## src/rtl/emern_vga_timing.sv

```systemverilog
// VGA 640x480@60 raster timing: column/row counters with registered sync and blanking flags.
// Optional frame_start pulse output when VGA_FRAME_START_EN is defined.
module emern_vga_timing #(
   parameter int unsigned H_VISIBLE = 640,
   parameter int unsigned H_FRONT   = 16,
   parameter int unsigned H_SYNC    = 96,
   parameter int unsigned H_BACK    = 48,
   parameter int unsigned V_VISIBLE = 480,
   parameter int unsigned V_FRONT   = 10,
   parameter int unsigned V_SYNC    = 2,
   parameter int unsigned V_BACK    = 33
) (
   input  logic        clk,
   input  logic        rst_n,
   output logic        h_sync,
   output logic        v_sync,
   output logic [9:0]  row_counter,
   output logic [9:0]  col_counter,
   output logic        screen_inactive
`ifdef VGA_FRAME_START_EN
   ,output logic       frame_start
`endif
);

   localparam int unsigned CNT_W   = 10;
   localparam int unsigned H_TOTAL = H_VISIBLE + H_FRONT + H_SYNC + H_BACK;
   localparam int unsigned V_TOTAL = V_VISIBLE + V_FRONT + V_SYNC + V_BACK;

   localparam logic [CNT_W-1:0] H_LAST       = CNT_W'(H_TOTAL - 1);
   localparam logic [CNT_W-1:0] V_LAST       = CNT_W'(V_TOTAL - 1);
   localparam logic [CNT_W-1:0] H_VIS_END    = CNT_W'(H_VISIBLE);
   localparam logic [CNT_W-1:0] V_VIS_END    = CNT_W'(V_VISIBLE);
   localparam logic [CNT_W-1:0] H_SYNC_FIRST = CNT_W'(H_VISIBLE + H_FRONT);
   localparam logic [CNT_W-1:0] H_SYNC_LAST  = CNT_W'(H_VISIBLE + H_FRONT + H_SYNC - 1);
   localparam logic [CNT_W-1:0] V_SYNC_FIRST = CNT_W'(V_VISIBLE + V_FRONT);
   localparam logic [CNT_W-1:0] V_SYNC_LAST  = CNT_W'(V_VISIBLE + V_FRONT + V_SYNC - 1);

   logic [CNT_W-1:0] col_next;
   logic [CNT_W-1:0] row_next;
   logic             h_sync_next;
   logic             v_sync_next;
   logic             inactive_next;

   // Counter advance; any out-of-range value folds back to zero on the next edge.
   always_comb begin
      col_next = col_counter + CNT_W'(1);
      row_next = row_counter;
      if (col_counter >= H_LAST) begin
         col_next = '0;
         if (row_counter >= V_LAST) begin
            row_next = '0;
         end else begin
            row_next = row_counter + CNT_W'(1);
         end
      end else if (row_counter > V_LAST) begin
         row_next = '0;
      end
   end

   // Flags are decoded from next-state counters so they land on the same edge as the counters.
   always_comb begin
      h_sync_next   = ~((col_next >= H_SYNC_FIRST) && (col_next <= H_SYNC_LAST));
      v_sync_next   = ~((row_next >= V_SYNC_FIRST) && (row_next <= V_SYNC_LAST));
      inactive_next = (col_next >= H_VIS_END) || (row_next >= V_VIS_END);
   end

   always_ff @(posedge clk or negedge rst_n) begin
      if (!rst_n) begin
         col_counter     <= '0;
         row_counter     <= '0;
         h_sync          <= 1'b1;
         v_sync          <= 1'b1;
         screen_inactive <= 1'b0;
      end else begin
         col_counter     <= col_next;
         row_counter     <= row_next;
         h_sync          <= h_sync_next;
         v_sync          <= v_sync_next;
         screen_inactive <= inactive_next;
      end
   end

`ifdef VGA_FRAME_START_EN
   logic frame_start_next;

   // Only a wrap into (0,0) raises the pulse; reset itself does not.
   always_comb begin
      frame_start_next = (col_next == '0) && (row_next == '0);
   end

   always_ff @(posedge clk or negedge rst_n) begin
      if (!rst_n) begin
         frame_start <= 1'b0;
      end else begin
         frame_start <= frame_start_next;
      end
   end
`endif

endmodule

```

## config.mk

```make
export PLATFORM = sky130hd
export DESIGN_NAME = emern_vga_timing
export DESIGN_NICKNAME = d
export VERILOG_FILES = /design/src/rtl/emern_vga_timing.sv
export SDC_FILE = /design/constraint.sdc
export NUM_CORES = 1
export LEC_CHECK = 0
export ABC_AREA = 0
export CORE_UTILIZATION = 30
export CTS_CLUSTER_SIZE = 8
export DETAILED_ROUTE_END_ITERATION = 8
export GPL_TIMING_DRIVEN = 0
export SLEW_MARGIN = 10
export SYNTH_ARGS = -nofsm -noshare
export SYNTH_HDL_FRONTEND = slang
export SYNTH_SLANG_ARGS = --single-unit
```

## constraint.sdc

```tcl
create_clock -name clk -period 2.3 [get_ports clk]
set_input_delay 0.46 -clock clk [delete_from_list [all_inputs] [get_ports clk]]
set_output_delay 0.46 -clock clk [all_outputs]
set_load 0.005 [all_outputs]
```

==> results.json, run 1 <==
{
  "status": "finished with violations",
  "violations": "negative setup slack",
  "fin_crit_sh_pct": 104.1,
  "grt_max_degree": 24,
  "syn2layout_area_growth_pct": 41.27,
  "vdd_drop_max_v": 0.0001909,
  "setup_viol": 1,
  "antenna_found_initial": 0,
  "max_cap_violations": 0,
  "initial_core_util_pct": 31.15,
  "vias_per_cell": 5.360,
  "startpoint_type": "flop",
  "r2r_cells": 8,
  "fin_tns_setup_ns": -0.09506,
  "fin_util_pct": 44.00,
  "max_freq_mhz": 417.5,
  "internal-power_mw": 0.5270,
  "clock_skew_ns": 0.003800,
  "synth_seq_area_share_pct": 39.55,
  "drtIter0Drc": 149,
  "holdPathEnd": "col_counter[0]$_DFF_PN0_",
  "grtUsageTotal_pct": 14.96,
  "synthFlopType": "dfrtp_1",
  "num-nets-final": 219,
  "rows": 25,
  "grt_setup_unrepaired": "yes",
  "report.final.hold_viol_count": 0,
  "cts_hold_buf": 0,
  "wirelength_mm": 3.984,
  "synthTopCellsByArea": "dfrtp_1 (36%), o21ai_0 (4.8%), nor2_1 (3.9%)",
  "final_cell_mix": "clkdlybuf4s50_1 (24), buf_4 (23), dfrtp_1 (19), nor2_1 (14), o21ai_0 (14)",
  "clkSlewWorstSetupHoldPaths_ns": 0.09,
  "r2r_setup_slack_ns": -0.1,
  "p_per_area_mw_per_mm2": 330.2,
  "cts_buffer_depth": 2,
  "synth_largest_area_cell": "dfrtp_1",
  "fp.coreArea_mm2": 0.004692,
  "pwr-share-seq_pct": 59.3,
  "startpoint": "row_counter[1]$_DFF_PN0_",
  "min_period_ns": 2.395,
  "die_w_um": 71.80,
  "cp_cell_sequence": "inv_2, ha_4, and3b_1, o41a_1, or2_4, a21oi_2, o221ai_2, or4_4",
  "cts_made_buffers": 3,
  "clock_sinks": 23,
  "hp-class": "reg -> reg",
  "holdPathStages": 2,
  "p_sw_share_pct": 22.70,
  "r2r_end": "v_sync$_DFF_PN1_",
  "clock_power_share_pct": 39.3,
  "slew_violations": 0,
  "layout-drive-gt1-share_pct": 25.82,
  "antenna_cells": 0,
  "mostFrequentLayoutCell": "clkdlybuf4s50_1",
  "dr_total_vias": 1431,
  "wl_per_cell_um": 14.92,
  "ys_types": 48,
  "synth_edf_count": 0,
  "crit_arrival_ns": 2.59,
  "h-tree-depth": 1,
  "relSlewSlack_pct": 26.60,
  "drt_drc_violations_left": 0,
  "yosysWarningCount": 0,
  "cts_tree": "done",
  "gp_congestion": 0.8510,
  "synthCells": 166,
  "worst_pin_slew_ns": 1.098,
  "dp_hpwl_mm": 2.378,
  "cts_root_buf": "clkbuf_8",
  "grt_overflow": 0,
  "synthArstFlopShare_pct": 100.0,
  "dieArea_mm2": 0.005155,
  "numPortBuffers": 24,
  "setup_ws_ns": -0.09506,
  "cp.required_ns": 2.49,
  "syn_nets": 171,
  "synth_top_cell_area_share_pct": 35.96,
  "path_class": "reg -> reg",
  "grt_pass1_wl_mm": 6.196,
  "critPathCaptureType": "flop",
  "slowest_delay_ns": 0.52,
  "avgSynthCellArea_um2": 8.804,
  "reg2reg_from": "row_counter[1]$_DFF_PN0_",
  "p_leak_nw": 0.8697,
  "clk-insertion-delay-late_ns": 0.27,
  "dr.pass1.iters": 4,
  "switchingPower_mw": 0.1548,
  "die_y_um": 71.80,
  "grt_pass1_vias": 1309,
  "hold_start": "col_counter[0]$_DFF_PN0_",
  "drtAntennaViolNets": 0,
  "crit_fanout": 4,
  "cp_slowest_cell": "or4_4",
  "whs_ns": 0.5691,
  "p_comb_share_pct": 1.4,
  "ioPinCount": 25,
  "synth.cell_area_mm2": 0.001461,
  "synth-seq-cells": 23
}
routing by layer:
metal / share of wire (%) / up-vias / wire (um) / track usage [%]
met5: 0 / - / 0 / 0
met4: 1.1 / 0 / 42 / 5.882
met3: 2.8 / 6 / 112 / 0.9845
met2: 46 / 40 / 1844 / 22.75
met1: 50 / 679 / 1984 / 22.10
li1: - / 706 / - / -
power groups by stage:
stage / Clock [mW] / Combinational [mW] / Sequential [mW]
floorplan: 0 / 0.000000336 / 0.412
global placement: 0 / 0.0103 / 0.412
detailed placement: 0 / 0.0104 / 0.412
CTS: 0.275 / 0.0103 / 0.404
global route: 0.288 / 0.0113 / 0.404
finish: 0.268 / 0.00960 / 0.404
worst max-delay path: cells and delay by family, from the launching register on:
family	cells	cell delay, ns
flops	1	0.42
simple gates	3	1.00
fa+ha+maj	1	0.12
buf+inv	1	0.09
compound gates	3	0.68
layout make-up:
cell class | instances | area [um2]
Multi-Input combinational cell | 129 | 907.1
Clock inverter | 1 | 5.005
Inverter | 2 | 7.507
Tap cell | 54 | 67.56
Buffer | 8 | 42.54
Clock buffer | 3 | 41.29
Timing Repair Buffer | 47 | 412.9
Sequential cell | 23 | 580.6
Fill cell | 468 | 2628
what timing repair did:
| action | in CTS | in global routing |
|---|---|---|
| setup buffers | 18 | 6 |
| pin swaps | 8 | 6 |
| resized for setup | 9 | 10 |
| endpoints found under the setup margin | 5 | 2 |
synthesized netlist by cell type (all sizes together), types with 2 or more instances:
cell type	number
and2	4
dfstp	2
clkbuf	10
o41ai	2
ha	3
o31ai	4
nand4	5
nor2	15
a21oi	11
and3	8
xnor2	5
nand2	14
buf	2
a31oi	3
xor2	3
o21ai	14
nand3	10
inv	2
a21o	4
nor2b	2
dfrtp	21
nor3b	2
per-stage QoR:
stage                     worst slack (ns)  instance area, um2  total power, mW  std cells
after detailed placement           -0.4320                1775           0.4225        244
after floorplan                  -0.009307                1468           0.4122        166
after global routing               -0.1570                2064           0.7041        267
after global placement             -0.3690                1775           0.4223        244
final                             -0.09506                2064           0.6818        267
after CTS                         -0.06250                1987           0.6898        264
worst max path at each step:
stage	to	cells past startpoint
3_5_place_dp	v_sync$_DFF_PN1_	8
5_1_grt	v_sync$_DFF_PN1_	8
3_3_place_gp	v_sync$_DFF_PN1_	8
4_1_cts	v_sync$_DFF_PN1_	6
6_report	v_sync$_DFF_PN1_	8
2_1_floorplan	v_sync$_DFF_PN1_	6
kinds of logic after synthesis:
kind of cell	after synthesis	synth area share [%]
DFF	23	39.55
adders and majority gates	3	2.569
muxes	1	0.7705
xor gates and xnor gates	8	4.795
buffers and inverters	14	4.195
and+or+nand+nor	71	26.20
AOI/OAI and AO/OA	46	21.92
flip-flops by register name, indices dropped and copies added, names as in the netlist:
| name | flops |
|---|---|
| col_counter | 10 |
| h_sync | 1 |
| row_counter | 10 |
| screen_inactive | 1 |
| v_sync | 1 |
Note: power is estimated with default switching activity, not from simulation.
==> run 2, diff against run 1 <==
--- a/config.mk
+++ b/config.mk
@@ -9,6 +9,7 @@
 export CORE_UTILIZATION = 30
 export CTS_CLUSTER_SIZE = 8
 export DETAILED_ROUTE_END_ITERATION = 8
+export DONT_BUFFER_PORTS = 1
 export GPL_TIMING_DRIVEN = 0
 export SLEW_MARGIN = 10
 export SYNTH_ARGS = -nofsm -noshare
==> run 2 against run 1 <==
  * The flow still finishes with violations (negative setup slack)
  * Via count down 8.5%
  * Highest routed layer unchanged
  * Critical endpoint unchanged
  * First-iteration DRC count down 39%
  * Wire length down 6.1%
  * Global-route usage about the same
  * Sequential power about the same
  * Die area unchanged
  * Clock power about the same
  * Core utilization down 7.3 points
==> results.json, run 2 (synthesis results as in run 1) <==
{
  "wl_per_cell_um": 15.92,
  "drtIter0Drc": 91,
  "dr.pass1.iters": 4,
  "drtAntennaViolNets": 0,
  "rows": 25,
  "syn2layout_area_growth_pct": 17.72,
  "reg2reg_from": "row_counter[7]$_DFF_PN0_",
  "vias_per_cell": 5.570,
  "cts_made_buffers": 3,
  "grt_pass1_vias": 1202,
  "numPortBuffers": 0,
  "drt_drc_violations_left": 0,
  "h-tree-depth": 1,
  "dr_total_vias": 1309,
  "max_freq_mhz": 412.9,
  "postPlaceCellArea_mm2": 0.001535,
  "cts_buffer_depth": 2,
  "design_area_mm2": 0.001720,
  "fp.coreArea_mm2": 0.004692,
  "p_leak_nw": 0.7222,
  "final_cell_mix": "nor2_1 (14), o21ai_0 (14), dfrtp_1 (14), nand2_1 (13)",
  "clock_sinks": 23,
  "report.final.hold_viol_count": 0,
  "power.total_mw": 0.6779,
  "violations": "negative setup slack",
  "antenna_found_initial": 0,
  "layout-drive-gt1-share_pct": 24.31,
  "grt_setup_unrepaired": "yes",
  "clkSlewWorstSetupHoldPaths_ns": 0.09,
  "p_per_area_mw_per_mm2": 394.0,
  "max_cap_violations": 0,
  "initial_core_util_pct": 31.15,
  "ioPinCount": 25,
  "dieArea_mm2": 0.005155,
  "reg_top3": "col_counter x10, row_counter x10",
  "setup_ws_ns": -0.1221,
  "grtUsageTotal_pct": 14.95,
  "startpoint_type": "flop",
  "cts_root_buf": "clkbuf_8",
  "die_w_um": 71.80,
  "setup_viol": 1,
  "dp_hpwl_mm": 2.381,
  "slew_violations": 0,
  "grt_pass1_wl_mm": 5.996,
  "clk-insertion-delay-late_ns": 0.27,
  "wirelength_mm": 3.742,
  "vdd_drop_max_v": 0.0002307,
  "die_y_um": 71.80,
  "grt_overflow": 0,
  "antenna_cells": 0,
  "cp.required_ns": 2.49,
  "path_class": "reg -> reg",
  "num-fill-cells": 501,
  "num-nets-final": 187,
  "fin_crit_sh_pct": 105.3,
  "crit_fanout": 7,
  "startpoint": "row_counter[7]$_DFF_PN0_",
  "gp_congestion": 0.7849,
  "relSlewSlack_pct": 31.90,
  "critPathCaptureType": "flop",
  "clock_skew_ns": 0.001730,
  "hp-class": "in -> async",
  "cts_tree": "done",
  "grt_max_degree": 22,
  "crit_arrival_ns": 2.62,
  "status": "finished with violations",
  "min_period_ns": 2.422,
  "worst_pin_slew_ns": 1.018
}
run 2: cell types whose count changed in the layout (fill, tap and decap cells not counted), moves of 2 or more:
cell             previous run  this run
clkdlybuf4s50_1            24         0
dfrtp_2                     2         7
dfrtp_1                    19        14
buf_4                      23        10
inv_2                       2         0
inv_1                       0         2
clkbuf_2                    0         2
run 2: power by group:
part / total (mW) / switching, mW / internal [mW]
Combinational: 0.00857 / 0.00745 / 0.00113
Sequential: 0.404 / 0 / 0.404
Clock: 0.265 / 0.144 / 0.121
run 2: routing by layer:
metal	GRT usage [%]	vias up	share of wire [%]
li1	-	640	-
met4	6.972	0	2.1
met3	3.376	8	4.6
met2	21.80	24	47
met1	20.89	637	46
met5	0	-	0
run 2: per-stage QoR:
stage	utilization, %	instances	hold WS (ns)	TNS, ns	setup WS, ns
floorplan	-	166	0.1644	-0.009307	-0.009307
global placement	32.72	220	0.1648	-0.4201	-0.3876
detailed placement	32.72	220	0.1648	-0.4373	-0.4117
CTS	35.68	231	0.01561	-0.1314	-0.1314
global route	36.67	235	0.006968	-0.2182	-0.2182
finish	36.67	235	0.01896	-0.1221	-0.1221
run 2: cell type report:
cell class	count	area [um2]	share of cell area, %
inverters	2	7.507	0.4364
clock inverters	1	5.005	0.2909
clock buffers	3	41.29	2.400
plain buffers	11	56.30	3.273
repair buffers	12	88.84	5.164
well taps	54	67.56	3.927
multi-input cells	129	867.1	50.40
flip-flops and latches	23	586.8	34.11
run 2: final timing paths:
| path | slack [ns] | cells after the start | end |
|---|---|---|---|
| worst max register to register | -0.12 | 6 | v_sync$_DFF_PN1_ |
| max in group asynchronous | 0.81 | 1 | row_counter[7]$_DFF_PN0_ |
| min in group clk | 0.51 | 1 | col_counter[0]$_DFF_PN0_ |
| worst min register to register | 0.51 | 1 | col_counter[0]$_DFF_PN0_ |
| worst max-delay path | -0.12 | 6 | v_sync$_DFF_PN1_ |
| worst min-delay path | 0.02 | 0 | h_sync$_DFF_PN1_ |
run 2: critical path: stages, from the launching register on:
cell and delay [ns]:
dfrtp_2 0.46, or3_4 0.42, o41a_1 0.42, or2_4 0.27, a21oi_2 0.16, o221ai_2 0.11
or4_1 0.51
run 2: what timing repair did:
| item | 4_1_cts | 5_1_grt |
|---|---|---|
| endpoints found under the setup margin | 3 | 1 |
| resized for setup | 12 | 7 |
| hold endpoints to repair | 21 | 0 |
| setup buffers | 7 | 4 |
| hold buffers | 1 | 0 |
| pin swaps | 6 | 7 |
==> run 3, diff against run 2 <==
--- a/config.mk
+++ b/config.mk
@@ -6,12 +6,12 @@
 export NUM_CORES = 1
 export LEC_CHECK = 0
 export ABC_AREA = 0
+export CAP_MARGIN = 20
 export CORE_UTILIZATION = 30
 export CTS_CLUSTER_SIZE = 8
 export DETAILED_ROUTE_END_ITERATION = 8
 export DONT_BUFFER_PORTS = 1
 export GPL_TIMING_DRIVEN = 0
-export SLEW_MARGIN = 10
 export SYNTH_ARGS = -nofsm -noshare
 export SYNTH_HDL_FRONTEND = slang
 export SYNTH_SLANG_ARGS = --single-unit
==> run 3 against run 2 <==
  * The flow still finishes with violations (negative setup slack)
  * Via count increased by 0.23%
  * Hold slack about the same
  * Worst setup slack about the same
  * Register-to-register slack about the same
  * Highest routed layer unchanged
==> results.json, run 3 (synthesis results as in run 1) <==
{
  "status": "finished with violations",
  "violations": "negative setup slack",
  "clkSlewWorstSetupHoldPaths_ns": 0.09,
  "cp.required_ns": 2.49,
  "setup_viol": 1,
  "whs_ns": 0.01918,
  "relSlewSlack_pct": 74.40,
  "dr_total_vias": 1312,
  "p_leak_nw": 0.7296,
  "initial_core_util_pct": 31.15,
  "power.total_mw": 0.6799,
  "slew_violations": 0,
  "fin_util_pct": 36.99,
  "r2r_end": "v_sync$_DFF_PN1_",
  "register_area_um2": 586.8,
  "drt_drc_violations_left": 0,
  "fp.coreArea_mm2": 0.004692,
  "die_w_um": 71.80,
  "r2r_cells": 6,
  "gp_congestion": 0.7849,
  "num-fill-cells": 500,
  "crit_arrival_ns": 2.62,
  "fin_crit_sh_pct": 105.3,
  "max_cap_violations": 0,
  "grt_overflow": 0,
  "dr.pass1.iters": 4,
  "report.final.hold_viol_count": 0,
  "final_cell_mix": "nor2_1 (14), o21ai_0 (14), dfrtp_1 (14), nand2_1 (13)",
  "hp-class": "in -> async",
  "grt_max_degree": 22,
  "clk-insertion-delay-late_ns": 0.27,
  "grt_pass1_vias": 1202,
  "ioPinCount": 25,
  "clock_sinks": 23,
  "syn2layout_area_growth_pct": 18.75,
  "grt_setup_unrepaired": "yes",
  "min_period_ns": 2.422,
  "vias_per_cell": 5.559,
  "grtUsageTotal_pct": 14.95,
  "worst_pin_slew_ns": 0.3786,
  "antenna_found_initial": 0,
  "layout-drive-gt1-share_pct": 24.73,
  "h-tree-depth": 1,
  "p_per_area_mw_per_mm2": 391.8,
  "wl_per_cell_um": 15.92,
  "max_freq_mhz": 412.8,
  "drtIter0Drc": 111,
  "clock_skew_ns": 0.001949,
  "die_y_um": 71.80,
  "cts_root_buf": "clkbuf_8",
  "dp_hpwl_mm": 2.381,
  "cts_buffer_depth": 2,
  "multi_input_area_um2": 867.1,
  "vdd_drop_max_v": 0.0002306,
  "path_class": "reg -> reg",
  "critPathCaptureType": "flop",
  "setup_ws_ns": -0.1225,
  "numPortBuffers": 0,
  "wirelength_mm": 3.756,
  "startpoint_type": "flop",
  "r2r_setup_slack_ns": -0.12,
  "drtAntennaViolNets": 0,
  "dieArea_mm2": 0.005155,
  "rows": 25,
  "cts_made_buffers": 3,
  "crit_fanout": 7,
  "fin_tns_setup_ns": -0.1225,
  "grt_pass1_wl_mm": 5.996,
  "num-nets-final": 188,
  "reg_top3": "col_counter x10, row_counter x10",
  "reg2reg_from": "row_counter[7]$_DFF_PN0_",
  "antenna_cells": 0,
  "cts_tree": "done"
}
==> run 3: layer usage <==
metal,wire [um],GRT usage (%)
met2,1746,21.80
met5,0,0
met3,172,3.376
met1,1759,20.89
met4,78,6.972
==> run 3: worst max-delay path, cell delays in order, from the launching register on <==
cell and delay [ns]:
dfrtp_2 0.46, or3_4 0.42, o41a_1 0.42, or2_4 0.27, a21oi_2 0.16, o221ai_2 0.11
or4_1 0.51
==> run 3: cell type report <==
type / instances / share of cell area [%]
Multi-Input combinational cell: 129 / 49.96
Sequential cell: 23 / 33.81
Tap cell: 54 / 3.893
Clock inverter: 1 / 0.2884
Buffer: 11 / 3.244
Inverter: 2 / 0.4326
Clock buffer: 3 / 2.379
Timing Repair Buffer: 13 / 5.984
==> run 3: worst max-delay path by stage <==
stage | start | endpoint | slack (ns) | cells past startpoint
2_1_floorplan | row_counter[7]$_DFF_PN0_ | v_sync$_DFF_PN1_ | -0.009 | 6
3_3_place_gp | col_counter[0]$_DFF_PN0_ | v_sync$_DFF_PN1_ | -0.39 | 8
3_5_place_dp | col_counter[0]$_DFF_PN0_ | v_sync$_DFF_PN1_ | -0.41 | 8
4_1_cts | row_counter[6]$_DFF_PN0_ | v_sync$_DFF_PN1_ | -0.13 | 7
5_1_grt | row_counter[7]$_DFF_PN0_ | v_sync$_DFF_PN1_ | -0.22 | 6
6_report | row_counter[7]$_DFF_PN0_ | v_sync$_DFF_PN1_ | -0.12 | 6
==> run 3: metrics by stage <==
stage / setup slack, ns / instances / area (um2)
after CTS: -0.1314 / 231 / 1674
after global routing: -0.2182 / 236 / 1735
after detailed placement: -0.4117 / 220 / 1535
final: -0.1225 / 236 / 1735
after floorplan: -0.009307 / 166 / 1468
after global placement: -0.3876 / 220 / 1535
==> run 3: power breakdown <==
group	switching, mW	internal (mW)	leakage, nW
clock	0.143	0.121	0.0255
combinational	0.00813	0.00350	0.414
sequential	0	0.404	0.290
total	0.151	0.529	0.730
==> run 3: repair_timing <==
item,CTS,global route
gates resized for setup,12,7
endpoints found under the setup margin,3,1
hold endpoints to repair,21,0
hold buffers,1,0
buffers inserted,7,4
gates cloned,0,0
pin swaps,6,7
